==> src/rtl/keypad_event_decoder.sv <==
// Keypad front end: synchronises the scanner's raw key code and pressed flag, debounces them,
// and produces one-hot level, press/repeat strobe and release strobe outputs.
module keypad_event_decoder #(
  parameter int NUM_KEYS        = 16,
  parameter int CNT_W           = 20,
  parameter int DEBOUNCE_CYCLES = 50000,
  parameter int REPEAT_EN       = 1,
  parameter int REPEAT_DELAY    = 25000000,
  parameter int REPEAT_RATE     = 5000000
) (
  input  logic                clk,
  input  logic                rst,
  input  logic [3:0]          keyValue,
  input  logic                keyPressed,
  output logic [NUM_KEYS-1:0] keyDown,
  output logic [NUM_KEYS-1:0] keyStrobe,
  output logic [NUM_KEYS-1:0] keyRelease,
  output logic [3:0]          activeKey,
  output logic                activeValid
);

  localparam logic [1:0] S_IDLE     = 2'd0;
  localparam logic [1:0] S_DEBOUNCE = 2'd1;
  localparam logic [1:0] S_HELD     = 2'd2;
  localparam logic [1:0] S_REPEAT   = 2'd3;

  localparam logic [CNT_W-1:0] DEB_LAST  = CNT_W'(DEBOUNCE_CYCLES - 1);
  localparam logic [CNT_W-1:0] DLY_LAST  = CNT_W'(REPEAT_DELAY - 1);
  localparam logic [CNT_W-1:0] RATE_LAST = CNT_W'(REPEAT_RATE - 1);
  localparam logic [CNT_W-1:0] CNT_ONE   = CNT_W'(1);
  localparam logic [4:0]       NK        = 5'(NUM_KEYS);
  localparam logic [NUM_KEYS-1:0] KEY_ONE = NUM_KEYS'(1);
  localparam bit               REP_ON    = (REPEAT_EN != 0);

  function automatic logic [NUM_KEYS-1:0] onehot(input logic [3:0] k);
    onehot = KEY_ONE << k;
  endfunction

  logic [3:0]          kv_s1_q, kv_s2_q;
  logic                kp_s1_q, kp_s2_q;
  logic [1:0]          state_q, state_d;
  logic [3:0]          cand_q, cand_d;
  logic [CNT_W-1:0]    cnt_q, cnt_d;
  logic [NUM_KEYS-1:0] down_q, down_d;
  logic [NUM_KEYS-1:0] strobe_q, strobe_d;
  logic [NUM_KEYS-1:0] release_q, release_d;
  logic [3:0]          akey_q, akey_d;
  logic                avalid_q, avalid_d;
  logic                pressed;

  // Two-flop synchroniser stage; the FSM only ever looks at the second flop.
  always_ff @(posedge clk or posedge rst) begin
    if (rst) begin
      kv_s1_q <= '0;
      kv_s2_q <= '0;
      kp_s1_q <= 1'b0;
      kp_s2_q <= 1'b0;
    end else begin
      kv_s1_q <= keyValue;
      kv_s2_q <= kv_s1_q;
      kp_s1_q <= keyPressed;
      kp_s2_q <= kp_s1_q;
    end
  end

  assign pressed = kp_s2_q && ({1'b0, kv_s2_q} < NK);

  always_comb begin
    state_d   = state_q;
    cand_d    = cand_q;
    cnt_d     = cnt_q;
    down_d    = down_q;
    strobe_d  = '0;
    release_d = '0;
    akey_d    = akey_q;
    avalid_d  = avalid_q;
    case (state_q)
      S_IDLE: begin
        if (pressed) begin
          state_d = S_DEBOUNCE;
          cand_d  = kv_s2_q;
          cnt_d   = '0;
        end
      end
      S_DEBOUNCE: begin
        if (!pressed) begin
          state_d = S_IDLE;
        end else if (kv_s2_q != cand_q) begin
          cand_d = kv_s2_q;
          cnt_d  = '0;
        end else if (cnt_q == DEB_LAST) begin
          state_d  = S_HELD;
          cnt_d    = '0;
          down_d   = onehot(cand_q);
          strobe_d = onehot(cand_q);
          akey_d   = cand_q;
          avalid_d = 1'b1;
        end else begin
          cnt_d = cnt_q + CNT_ONE;
        end
      end
      S_HELD, S_REPEAT: begin
        // A different key while held is a release; the new key must debounce from IDLE.
        if (!pressed || (kv_s2_q != akey_q)) begin
          state_d   = S_IDLE;
          down_d    = '0;
          release_d = onehot(akey_q);
          avalid_d  = 1'b0;
        end else if (state_q == S_HELD) begin
          if (REP_ON && (cnt_q == DLY_LAST)) begin
            state_d  = S_REPEAT;
            cnt_d    = '0;
            strobe_d = onehot(akey_q);
          end else if (REP_ON || (cnt_q != '1)) begin
            cnt_d = cnt_q + CNT_ONE;
          end
        end else if (cnt_q == RATE_LAST) begin
          cnt_d    = '0;
          strobe_d = onehot(akey_q);
        end else begin
          cnt_d = cnt_q + CNT_ONE;
        end
      end
      default: state_d = S_IDLE;
    endcase
  end

  // FSM and registered output stage.
  always_ff @(posedge clk or posedge rst) begin
    if (rst) begin
      state_q   <= S_IDLE;
      cand_q    <= '0;
      cnt_q     <= '0;
      down_q    <= '0;
      strobe_q  <= '0;
      release_q <= '0;
      akey_q    <= '0;
      avalid_q  <= 1'b0;
    end else begin
      state_q   <= state_d;
      cand_q    <= cand_d;
      cnt_q     <= cnt_d;
      down_q    <= down_d;
      strobe_q  <= strobe_d;
      release_q <= release_d;
      akey_q    <= akey_d;
      avalid_q  <= avalid_d;
    end
  end

  assign keyDown     = down_q;
  assign keyStrobe   = strobe_q;
  assign keyRelease  = release_q;
  assign activeKey   = akey_q;
  assign activeValid = avalid_q;

endmodule

==> config.mk <==
export PLATFORM = sky130hd
export DESIGN_NAME = keypad_event_decoder
export DESIGN_NICKNAME = d
export VERILOG_FILES = /design/src/rtl/keypad_event_decoder.sv
export SDC_FILE = /design/constraint.sdc
export NUM_CORES = 1
export LEC_CHECK = 0
export ABC_AREA = 1
export CAP_MARGIN = 25
export CORE_ASPECT_RATIO = 1.1
export CORE_MARGIN = 10
export CORE_UTILIZATION = 55
export CTS_CLUSTER_DIAMETER = 200
export DETAILED_ROUTE_END_ITERATION = 6
export PLACE_DENSITY = 0.8
export SLEW_MARGIN = 15
export SYNTH_ARGS = -nofsm -noshare
export SYNTH_HDL_FRONTEND = slang
export SYNTH_SLANG_ARGS = --single-unit
export TNS_END_PERCENT = 100
==> constraint.sdc <==
create_clock -name clk -period 4 [get_ports clk]
set_input_delay 1 -clock clk [delete_from_list [all_inputs] [get_ports clk]]
set_output_delay 1 -clock clk [all_outputs]
set_load 0.01 [all_outputs]
==> results.toml <==
[place]
dp_cells = 643
placed_cell_area_um2 = 4900
place_congestion = 0.974
dp_hpwl_mm = 7.36
port_buffers = 59

[power]
p_sw_share_pct = 36.7
p_clk_share_pct = 29.5
switchingPower_uw = 747
seqPwrFrac_pct = 49.7
power_density_nw_per_um2 = 400
pwr-share-comb_pct = 20.8
vdd_drop_max_mv = 0.333
power.leakage_nw = 2.40
fin_total_pwr_mw = 2.04
power.internal_mw = 1.29

[timing]
rsz0062_at_grt = "false"
drv_slew = 0
hold_violations = 0
setup_viol = 0
max_freq_ghz = 0.383
tightest_slew_ns = 0.754
fin_crit_sh_pct = 65.3
max_slew_margin_pct = 49.3
finalSetupTns_ns = 0
fin_crit_ns = 2.61
fin_skew_ns = 0.00697

[detailed_routing]
route.met2.wl_mm = 4.59
postRouteAntennaNets = 0
vias = 3485
top_layer_used = "met4"
via_per_inst = 5.29
wl_met1_mm = 4.54
routed_wl_mm = 9.91
first_pass_iters = 5
wl_per_cell_um = 15.0
drc_errors = 0
routed-wl-met3_um = 674
drt-initial-drc-count = 413

[setup_path]
critPathMaxFanout = 14
path_buf_inv = 1
cp-end-kind = "output pin"
r2r_slack_ns = 1.77
cp_top_family = "buffers and inverters"
cp.arrival_ns = 1.61
critPathRequiredTime_ns = 3.00
cpPeakStageDelay_ns = 0.64
criticalPathCategory = "reg2out"
start_kind = "register"
slowest_stage = "clkdlybuf4s50_1"
crit_chain = "clkdlybuf4s50_1"

[floorplan]
fp.dieH_um = 113
core_area_um2 = 7510
die_w_um = 104
ios = 60
die_area_um2 = 11700
row_count = 33
start_util_pct = 57.1

[clock_network]
postCtsResizedCells = 0
postCtsSetupBuffers = 0
numCtsBuffers = 9
clock-root-buffer = "clkbuf_8"
cts_tree = "done"
cts_buffer_depth = 2
clock-sinks = 89
holdBufCountCts = 0
clock_latency_ns = 0.37
cts.clk_slew.worst_paths_ns = 0.10
h-tree-depth = 3

[grt]
grt_pass1_wl_mm = 16.8
track_usage_pct = 17.1
grt_pass1_vias = 3354
grt_overflow = 0
antenna_found_initial = 0
grt_max_degree = 48

[final_layout]
drive_gt1_share_pct = 10.5
final_cell_mix = "132 x nand2_1, 89 x dfrtp_1, 61 x nor2_1"
syn_to_final_growth_pct = 18.7
diodes = 0
finish.instance_area_um2 = 5100
nFillCells = 618
num-nets-final = 557
final_cells = 659
final_common_cell = "nand2_1"

[synthesis]
syn_area_um2 = 4290
syn_inst = 495
ys.warnings.count = 0
yosysSeqAreaShare_pct = 51.9
async_flop_share_pct = 100
synth.avg_cell_area_um2 = 8.67
ys_ff_latch = 89
synth_nets = 503
ys.flop_type = "dfrtp_1"
synth_enable_flop_cells = 0
post_synth_num_cell_types = 37

[worst_hold_path]
hold_class = "reg2reg"

[run]
drv_cap = 0

[run_status]
status = "finished, final reports clean"
per-stage QoR:
stage	util, %	hold WS [ns]	setup slack, ns
final	67.8	0.358	1.39
after global routing	67.8	0.364	1.32
after CTS	67.8	0.360	1.40
after detailed placement	65.3	0.338	1.80
after global placement	65.3	0.332	1.84
after floorplan	-	0.331	0.693
final timing paths:
kind / startpoint / to / depth (start not counted)
setup reg to reg: cand_q[3] / keyStrobe[0] / 8
hold reg to reg: kv_s1_q[3] / kv_s2_q[3] / 0
hold / removal: kv_s1_q[3] / kv_s2_q[3] / 0
min in group asynchronous: rst / cnt_q[1] / 2
setup / recovery: activeKey[1] / activeKey[1] / 1
max in group asynchronous: rst / activeKey[0] / 3
sequential cells by signal, indices dropped and copies added (netlist names), 2 cells and up:
register and flops:
kv_s2_q 4, keyStrobe 16, state_q 2, activeKey 4
kv_s1_q 4, cand_q 4, keyRelease 16, keyDown 16
cnt_q 20
worst reg2reg max path: cells and delay by family, from the launching register on:
kind / cells / cell delay, ns
DFF: 1 / 0.81
AOI/OAI and AO/OA: 1 / 0.11
buffers and inverters: 1 / 0.18
and+or+nand+nor: 6 / 1.04
synthesized netlist by cell type (2+ instances only):
cell type  instances  area, um^2
nand2_4            3        33.8
nand3b_1           4        30.0
inv_2              4        15.0
o21ai_0           29         145
xnor2_1            3        26.3
o21ai_2            5        43.8
dfrtp_1           89        2230
clkbuf_1           2        7.51
nand3_4            3        52.6
nor3_1            13        65.1
a21oi_1            2        10.0
nor2_2            11        68.8
o21ai_1            2        10.0
nand4_1           17         106
xor2_1             4        35.0
nand3b_4           4        80.1
nand3_1           34         170
nor2_1            61         229
nand2_2            2        12.5
inv_1             41         154
buf_6              7        78.8
buf_2              4        20.0
buf_4              3        22.5
nand3_2            3        30.0
o21bai_1           2        15.0
nand2_1          132         495
cell families after synthesis:
group | synth area share [%]
XOR/XNOR | 1.43
AND/OR/NAND/NOR | 33.6
buffers and inverters | 7.26
adder cells (fa/ha/maj) | 0.291
flip-flops | 51.9
AO/OA/AOI/OAI | 5.54
area by class of cell:
cell class	instances	area [um^2]	area share [%]
sequential	89	2230	43.7
multi-input combinational	342	1750	34.4
timing repair buffer	60	611	12.0
inverter	47	180	3.54
tap	105	131	2.58
clock buffer	9	124	2.43
clock inverter	7	68.8	1.35
layer usage:
metal	vias up	GRT usage, %
met3	10	4.58
met2	130	26.3
met4	0	4.64
li1	1694	-
met5	-	0
met1	1651	23.4
power groups by stage:
stage / Clock (mW) / Combinational, mW / Sequential, mW
after floorplan: 0 / 0.408 / 0.982
after global placement: 0 / 0.411 / 1.02
after detailed placement: 0 / 0.418 / 1.03
after CTS: 0.610 / 0.424 / 1.01
after global routing: 0.646 / 0.476 / 1.02
final: 0.601 / 0.423 / 1.01
No activity file was read; power rests on OpenSTA's default activity.
